[src/rtl/pc_unit.sv]
// pc_unit: program counter with next-PC selection, trap/mret handling, halt and fetch handshake
// Ports:
//   clk, reset          clock, asynchronous active-high reset
//   fetch_ready         imem accepts pc_out this cycle
//   stall               core stall, holds pc
//   redirect_valid/_target  branch/jump request and destination
//   trap_valid          exception/interrupt entry
//   mret_valid          return from trap
//   halt_req            halt after current instruction
//   pc_out, pc_plus4    fetch address and its sequential successor
//   fetch_valid         pc_out is a valid fetch request
//   epc_out             saved exception pc
//   misaligned          one-cycle pulse on a misaligned redirect turned into a trap
//   halted              unit is in HALT
module pc_unit #(
  parameter int unsigned XLEN = 32,
  parameter logic [XLEN-1:0] RESET_VECTOR = 32'h0000_0000,
  parameter logic [XLEN-1:0] TRAP_VECTOR = 32'h0000_0010,
  parameter int unsigned INC_BYTES = 4,
  parameter int unsigned ALIGN_BITS = 2
) (
  input  logic            clk,
  input  logic            reset,
  input  logic            fetch_ready,
  input  logic            stall,
  input  logic            redirect_valid,
  input  logic [XLEN-1:0] redirect_target,
  input  logic            trap_valid,
  input  logic            mret_valid,
  input  logic            halt_req,
  output logic [XLEN-1:0] pc_out,
  output logic [XLEN-1:0] pc_plus4,
  output logic            fetch_valid,
  output logic [XLEN-1:0] epc_out,
  output logic            misaligned,
  output logic            halted
);
  localparam logic [XLEN-1:0] ALIGN_MASK = (XLEN'(1) << ALIGN_BITS) - XLEN'(1);
  if ((RESET_VECTOR & ALIGN_MASK) != '0) begin : g_rv_chk
    $error("RESET_VECTOR is not aligned");
  end
  if ((TRAP_VECTOR & ALIGN_MASK) != '0) begin : g_tv_chk
    $error("TRAP_VECTOR is not aligned");
  end
  typedef enum logic [1:0] {BOOT, RUN, HALT} state_t;
  state_t state_q, state_d;
  logic [XLEN-1:0] pc_q, pc_d, epc_q, epc_d;
  logic mis_q, mis_d;
  logic advance, aligned;
  assign advance = !stall && fetch_ready;
  assign aligned = (redirect_target & ALIGN_MASK) == '0;
  assign pc_out = pc_q;
  assign pc_plus4 = pc_q + XLEN'(INC_BYTES);
  assign epc_out = epc_q;
  assign misaligned = mis_q;
  assign fetch_valid = state_q == RUN;
  assign halted = state_q == HALT;
  always_comb begin
    state_d = state_q;
    pc_d = pc_q;
    epc_d = epc_q;
    mis_d = 1'b0;
    case (state_q)
      BOOT: state_d = RUN;
      RUN: begin
        if (trap_valid) begin
          epc_d = pc_q;
          pc_d = TRAP_VECTOR;
        end else if (advance) begin
          if (mret_valid) pc_d = epc_q;
          else if (redirect_valid && aligned) pc_d = redirect_target;
          else if (redirect_valid) begin
            epc_d = pc_q;
            pc_d = TRAP_VECTOR;
            mis_d = 1'b1;
          end else begin
            pc_d = pc_plus4;
            state_d = halt_req ? HALT : RUN;
          end
        end
      end
      HALT: begin
        // only a trap or a redirect wakes the unit; everything else is ignored
        if (trap_valid || redirect_valid) state_d = RUN;
        if (trap_valid || (redirect_valid && !aligned)) begin
          epc_d = pc_q;
          pc_d = TRAP_VECTOR;
          mis_d = !trap_valid;
        end else if (redirect_valid) pc_d = redirect_target;
      end
      default: state_d = BOOT;
    endcase
  end
  always_ff @(posedge clk or posedge reset) begin
    if (reset) begin
      state_q <= BOOT;
      pc_q <= RESET_VECTOR;
      epc_q <= '0;
      mis_q <= 1'b0;
    end else begin
      state_q <= state_d;
      pc_q <= pc_d;
      epc_q <= epc_d;
      mis_q <= mis_d;
    end
  end
endmodule

[config.mk]
export PLATFORM = sky130hd
export DESIGN_NAME = pc_unit
export DESIGN_NICKNAME = d
export VERILOG_FILES = /design/src/rtl/pc_unit.sv
export SDC_FILE = /design/constraint.sdc
export NUM_CORES = 1
export LEC_CHECK = 0
export CAP_MARGIN = 10
export CORE_UTILIZATION = 47
export CTS_CLUSTER_DIAMETER = 40
export DETAILED_ROUTE_END_ITERATION = 8
export PLACE_DENSITY = 0.81
export SYNTH_ARGS = -nofsm -noshare
export SYNTH_HDL_FRONTEND = slang
export SYNTH_SLANG_ARGS = --single-unit
[constraint.sdc]
create_clock -name clk -period 2.89 [get_ports clk]
set_clock_uncertainty 0.1 [all_clocks]
set_input_delay 0.289 -clock clk [delete_from_list [all_inputs] [get_ports clk]]
set_output_delay 0.289 -clock clk [all_outputs]
set_load 0.005 [all_outputs]
==> results of run 1 <==
==> cell families (layout without fill, tap and decap cells) <==
logic type               after synthesis  after routing
AO/OA/AOI/OAI                        152            152
adder cells (fa/ha/maj)                5              5
multiplexers                          38             38
XOR/XNOR                              24             24
buffers and inverters                 47            199
flip-flops                            67             67
AND/OR/NAND/NOR                      152            152
==> sequential cells by signal, summed over array words and instances (netlist names) <==
| signal | count |
|---|---|
| pc_out | 32 |
| misaligned | 1 |
| epc_out | 32 |
| state_q | 2 |
==> cells in the mapped netlist, types with 8 or more instances <==
master / n
dfrtp_1: 67
a21oi_1: 39
o21ai_0: 36
nor2_1: 35
nand2_1: 29
mux2_2: 25
nand3_1: 20
clkbuf_1: 19
inv_1: 13
xnor2_1: 13
nor3_1: 11
xor2_1: 11
buf_2: 10
o2bb2ai_1: 10
a221oi_1: 9
and3_1: 9
nand2b_1: 8
==> placed cells by master, fill, tap and decap left out, types with 3 or more instances in the layout <==
cell | synthesis | final
clkbuf_8 | 0 | 12
nor2_1 | 35 | 32
mux2_2 | 25 | 25
and3_1 | 9 | 8
dfrtp_2 | 0 | 17
o2bb2ai_1 | 10 | 10
a31oi_1 | 4 | 4
mux2_1 | 7 | 7
buf_4 | 2 | 28
a211oi_1 | 6 | 6
bufinv_16 | 0 | 3
a21oi_1 | 39 | 39
nand2_1 | 29 | 29
nor2b_1 | 7 | 7
nor2_2 | 1 | 3
a2bb2oi_1 | 4 | 4
o211ai_1 | 4 | 4
a22o_1 | 5 | 5
mux2i_1 | 6 | 6
o221ai_1 | 3 | 3
ha_1 | 5 | 4
or4_1 | 3 | 3
or3_1 | 4 | 4
xnor2_1 | 13 | 13
a22oi_1 | 5 | 5
clkdlybuf4s50_1 | 0 | 138
inv_1 | 13 | 12
inv_2 | 2 | 3
o21ai_0 | 36 | 36
nand4_1 | 6 | 6
nand2b_1 | 8 | 8
o21a_1 | 4 | 4
nor3_1 | 11 | 9
dfrtp_1 | 67 | 50
nand3_1 | 20 | 18
and4_1 | 4 | 4
a221oi_1 | 9 | 9
xor2_1 | 11 | 11
==> timing repair <==
| action | in CTS | in global routing |
|---|---|---|
| pin swaps | 2 | 2 |
| hold buffers | 0 | 0 |
| buffers inserted | 1 | 2 |
| gates resized for setup | 11 | 21 |
| setup endpoints to repair | 9 | 12 |
==> where the power goes <==
group | switching (mW) | internal, mW | total (mW)
Sequential | 0.575 | 1.35 | 1.93
Clock | 0.394 | 0.643 | 1.04
Combinational | 1.34 | 1.85 | 3.19
Total | 2.31 | 3.84 | 6.15
==> worst min-delay path: stages <==
cell and delay, ps:
clkdlybuf4s50_1 410, inv_2 70, buf_12 310
==> metal layers <==
metal | part of all wire, % | vias to the layer above | GRT usage (%)
li1 | - | 2112 | -
met1 | 39 | 2262 | 38.1
met2 | 49 | 283 | 52.2
met3 | 9.5 | 49 | 5.89
met4 | 3.2 | 0 | 13.9
met5 | 0 | - | 0
==> worst min-delay path by stage <==
stage                              from          end  slack, ps
floorplan           redirect_target[11]   pc_out[11]        360
global placement            epc_out[30]  epc_out[30]        410
detailed placement           epc_out[0]   epc_out[0]        410
CTS                               reset  epc_out[19]        240
global route                      reset   misaligned        260
finish                            reset    pc_out[1]        210
==> final cells by class <==
type	instances	area share, %
multi-input combinational	371	41.0
timing repair buffer	168	25.4
sequential	67	26.5
inverter	15	0.878
clock buffer	12	2.57
clock inverter	4	1.48
tap	111	2.16
==> metrics.yaml, run 1 <==
critical_path:
  max_stage_delay_ps: 510
  setup.worst_path.end_class: "output pin"
  cp.required_ps: 2500
  rrSetupSlack_ps: 510
  crit_end: "pc_plus4[30]"
  startpoint_type: "flip-flop"
  crit_family: "simple AND/OR/NAND/NOR gates"
  regToRegStartpoint: "state_q[1]"
  cp.depth: 5
  startpoint: "pc_out[20]"
  cp_slowest_cell: "clkdlybuf4s50_1"
  worstPathCellList: "nand3_1 -> or2_1 -> nor4_4 -> xor2_1 -> clkdlybuf4s50_1"
  cp.arrival_ps: 2430
  reg2reg_depth: 8
  cp_num_buf_inv: 1
  critPathMaxFanout: 7
  reg2reg_to: "pc_out[29]"
  worst-setup-path-type: "flip-flop to output pin"
floorplanning:
  ios: 139
  die_h_um: 98.9
  die-width_um: 98.9
  core-area_sq_um: 9150
  start_util_pct: 48.2
  die_area_sq_um: 9790
  rows: 35
layout:
  final_core_util_pct: 70.1
  syn_to_final_growth_pct: 45.3
  multiInputGateArea_sq_um: 2630
  seqCellArea_sq_um: 1700
  drive_gt1_share_pct: 17.9
  fin_cells: 748
  nets: 677
  fin_area_sq_um: 6420
  fillers: 691
  diodes: 0
yosys:
  synth_top_flop_cell: "dfrtp_1"
  synth.area.top_cells: "dfrtp_1 38%, mux2_2 6.4%, a21oi_1 4.4%"
  synth-simple-area-share_pct: 18.8
  ys_ff_latch: 67
  synth_mux_area_share_pct: 9.52
  synth_area_sq_um: 4420
  syn_inst: 485
  synth_compound_area_share_pct: 23.0
  yosys.cell_types.count: 64
  yosysWarnings: 0
  avgSynthCellArea_sq_um: 9.10
  synth_top_area_cell: "dfrtp_1"
  async_flop_share_pct: 100
  synthAdderAreaFrac_pct: 1.42
  syn_nets: 530
  synth_top_family_by_area: "compound AO/OA/AOI/OAI gates"
  synth_top_area_share_pct: 38.0
  synth-edff-count: 0
  seq_area_frac_synth_pct: 38.0
  synthXorXnorAreaFrac_pct: 4.76
flow_run:
  cap_violations: 0
drt:
  post-route-drc-count: 0
  vias: 4706
  drt_first_pass_iters: 5
  wl_um: 15000
  drt-wirelength-per-cell_um: 20.1
  routed_via_density: 6.29
  ant_nets: 0
  drt-initial-drc-count: 398
sta:
  finalHoldViolCount: 0
  fin_crit_ps: 2820
  worstMarginPinSlew_ps: 679
  max_clock_freq_mhz: 355
  setup_viol: 0
  finalWorstSetupSlack_ps: 69.7
  finalCritPeriodShare_pct: 97.6
  slew_headroom_pct: 54.6
  finalSetupTns_ps: 0
  maxSlewViolCount: 0
  hold_ws_ps: 206
power_and_ir_drop:
  finalPower_mw: 6.15
  leakagePower_nw: 2.62
  powerDensity_nw_per_um2: 959
  irDropWorstVdd_uv: 439
clock_network:
  clk_pin_slew_ps: 80
  cts.htree.levels: 3
  clock-sinks: 67
  cts_tree: "yes"
  clk_latency_ps: 360
  cts_root_buf: "clkbuf_8"
  cts_inserted_buffers: 9
  cts_max_path_buffers: 2
global_routing:
  grt_pass1_vias: 4724
  grt.overflow.total: 0
  grt_max_degree: 68
  antenna_found_initial: 0
  grt_pass1_wl_um: 23600
  grtUsageTotal_pct: 30.8
place:
  place_area_sq_um: 6030
  routabilityCongestion: 0.859
  numPortBuffers: 138
  dpl.hpwl_um: 10300
  dp_slack_ps: 193
  dp.cells: 729
hold_path:
  hold_path_class: "primary input to asynchronous set/reset pin"
status:
  status: "complete, no violations"
Note: power is estimated with default switching activity, not from simulation.
==> inputs of run 2 (changes only) <==
==> constraint.sdc (replaced) <==
create_clock -name clk -period 2.9 [get_ports clk]
set_clock_uncertainty 0.1 [all_clocks]
set_input_delay 0.29 -clock clk [delete_from_list [all_inputs] [get_ports clk]]
set_output_delay 0.29 -clock clk [all_outputs]
set_load 0.005 [all_outputs]
==> metrics.yaml, run 2 (synthesis gave the netlist of run 1 again) <==
floorplanning:
  rows: 35  # unchanged
  die-width_um: 98.9  # unchanged
  die_h_um: 98.9  # unchanged
  ios: 139  # unchanged
  core-area_sq_um: 9150  # unchanged
  die_area_sq_um: 9790  # unchanged
  start_util_pct: 48.2  # unchanged
sta:
  worstMarginPinSlew_ps: 514  # -165 ps
  hold_ws_ps: 238  # +31.5 ps
  finalHoldViolCount: 0  # unchanged
  maxSlewViolCount: 0  # unchanged
  slew_headroom_pct: 65.5  # +11 points
  finalSetupTns_ps: 0  # unchanged
  rsz0062_at_grt: "true"
  finalCritPeriodShare_pct: 97.4
  fin_crit_ps: 2820
  finalWorstSetupSlack_ps: 76.7  # +6.98 ps
  setup_viol: 0  # unchanged
  max_clock_freq_mhz: 354
layout:
  drive_gt1_share_pct: 17.1  # -0.81 points
  fin_cells: 743  # -0.67%
  final_common_cell: "clkdlybuf4s50_1"
  diodes: 0  # unchanged
  nets: 675  # -0.30%
  syn_to_final_growth_pct: 43.0
  layout_common_cells: "138 x clkdlybuf4s50_1, 52 x dfrtp_1, 39 x a21oi_1"
  fin_area_sq_um: 6310  # -1.6%
  final_core_util_pct: 69.0  # -1.1 points
critical_path:
  setup.worst_path.end_class: "output pin"
  critPathMaxFanout: 7  # unchanged
  max_stage_delay_ps: 510  # about the same
  cp_slowest_cell: "clkdlybuf4s50_1"
  startpoint_type: "flip-flop"
  worstPathCellList: "nand3_2 -> nor4_2 -> buf_4 -> nand4_1 -> nor2_1 -> xor2_1 -> clkdlybuf4s50_1"
  cp.arrival_ps: 2430  # about the same
  cp.required_ps: 2510  # about the same
  worst-setup-path-type: "flip-flop to output pin"
clock_network:
  cts_root_buf: "clkbuf_8"
  cts_inserted_buffers: 9  # unchanged
  clock-sinks: 67  # unchanged
  clk_latency_ps: 350  # about the same
  cts_max_path_buffers: 2  # unchanged
  clk_pin_slew_ps: 70  # about the same
  hold_buffers: 0  # unchanged
  cts_tree: "yes"
  cts.htree.levels: 3  # unchanged
hold_path:
  hold_path_class: "primary input to asynchronous set/reset pin"
global_routing:
  grt_pass1_vias: 4587  # -2.9%
  grtUsageTotal_pct: 30.4  # -0.33 points
  grt_max_degree: 68  # unchanged
  grt.overflow.total: 0  # unchanged
  antenna_found_initial: 0  # unchanged
  grt_pass1_wl_um: 23400  # -0.70%
drt:
  vias: 4729  # +0.49%
  wl_um: 14700  # -2.2%
  ant_nets: 0  # unchanged
  drt_first_pass_iters: 5  # unchanged
  routed_via_density: 6.36  # +1.2%
  drt-wirelength-per-cell_um: 19.8  # -1.5%
  post-route-drc-count: 0  # unchanged
  drt-initial-drc-count: 453  # +14%
power_and_ir_drop:
  irDropWorstVdd_uv: 518  # +18%
  leakagePower_nw: 2.57  # -1.9%
  powerDensity_nw_per_um2: 920  # -4.1%
  finalPower_mw: 5.81  # -5.6%
place:
  dpl.hpwl_um: 10200  # -1.3%
  dp_slack_ps: 159  # -34.4 ps
  routabilityCongestion: 0.868  # +1.0%
  numPortBuffers: 138  # unchanged
  place_area_sq_um: 6040  # +0.17%
  dp.cells: 727  # -0.27%
flow_run:
  cap_violations: 0  # unchanged
status:
  status: "complete, no violations"
[run 2: final timing paths]
check | slack [ps] | startpoint | depth (start not counted) | end
min reg2reg | 430 | epc_out[0] | 1 | epc_out[0]
max in group asynchronous | 2150 | reset | 3 | pc_out[17]
min in group clk | 430 | epc_out[0] | 1 | epc_out[0]
max reg2reg | 500 | state_q[0] | 8 | pc_out[12]
max | 80 | pc_out[17] | 7 | pc_plus4[31]
min | 240 | reset | 3 | epc_out[0]
[run 2: metal layers]
metal  part of all wire (%)  global-route usage (%)  vias up
li1                       -                       -     2091
met3                    8.6                    6.24       41
met2                     50                    50.5      292
met1                     39                    39.0     2305
met5                      0                       0        -
met4                    2.4                    12.1        0
[run 2: report_power, final]
| part | internal, mW | switching, mW |
|---|---|---|
| clock | 0.316 | 0.350 |
| combinational | 1.88 | 1.33 |
| sequential | 1.35 | 0.588 |
| total | 3.54 | 2.27 |
[run 2: layout make-up]
type	count	area, sq um
fill	713	2840
multi-input combinational	371	2630
sequential	67	1700
timing repair buffer	166	1640
tap	111	139
clock buffer	10	138
inverter	15	56.3
clock inverter	3	17.5
[run 2: critical path: cells and delay by family (launching register included)]
kind          cells  cell delay [ps]
buf+inv           2              670
flops             1              440
simple gates      4              840
xor+xnor          1              150
[run 2: repair_timing]
action	4_1_cts	5_1_grt
setup endpoints to repair	8	15
pin swaps	2	0
resized for setup	7	23
setup buffers	1	2
==> inputs of run 3 (changes only) <==
--- a/config.mk
+++ b/config.mk
@@ -5,11 +5,11 @@
 export SDC_FILE = /design/constraint.sdc
 export NUM_CORES = 1
 export LEC_CHECK = 0
-export CAP_MARGIN = 10
 export CORE_UTILIZATION = 47
 export CTS_CLUSTER_DIAMETER = 40
 export DETAILED_ROUTE_END_ITERATION = 8
 export PLACE_DENSITY = 0.81
+export SLEW_MARGIN = 10
 export SYNTH_ARGS = -nofsm -noshare
 export SYNTH_HDL_FRONTEND = slang
 export SYNTH_SLANG_ARGS = --single-unit
==> results of run 3 <==
Same layout as run 2: the final DEF is identical, and so are final timing and power.
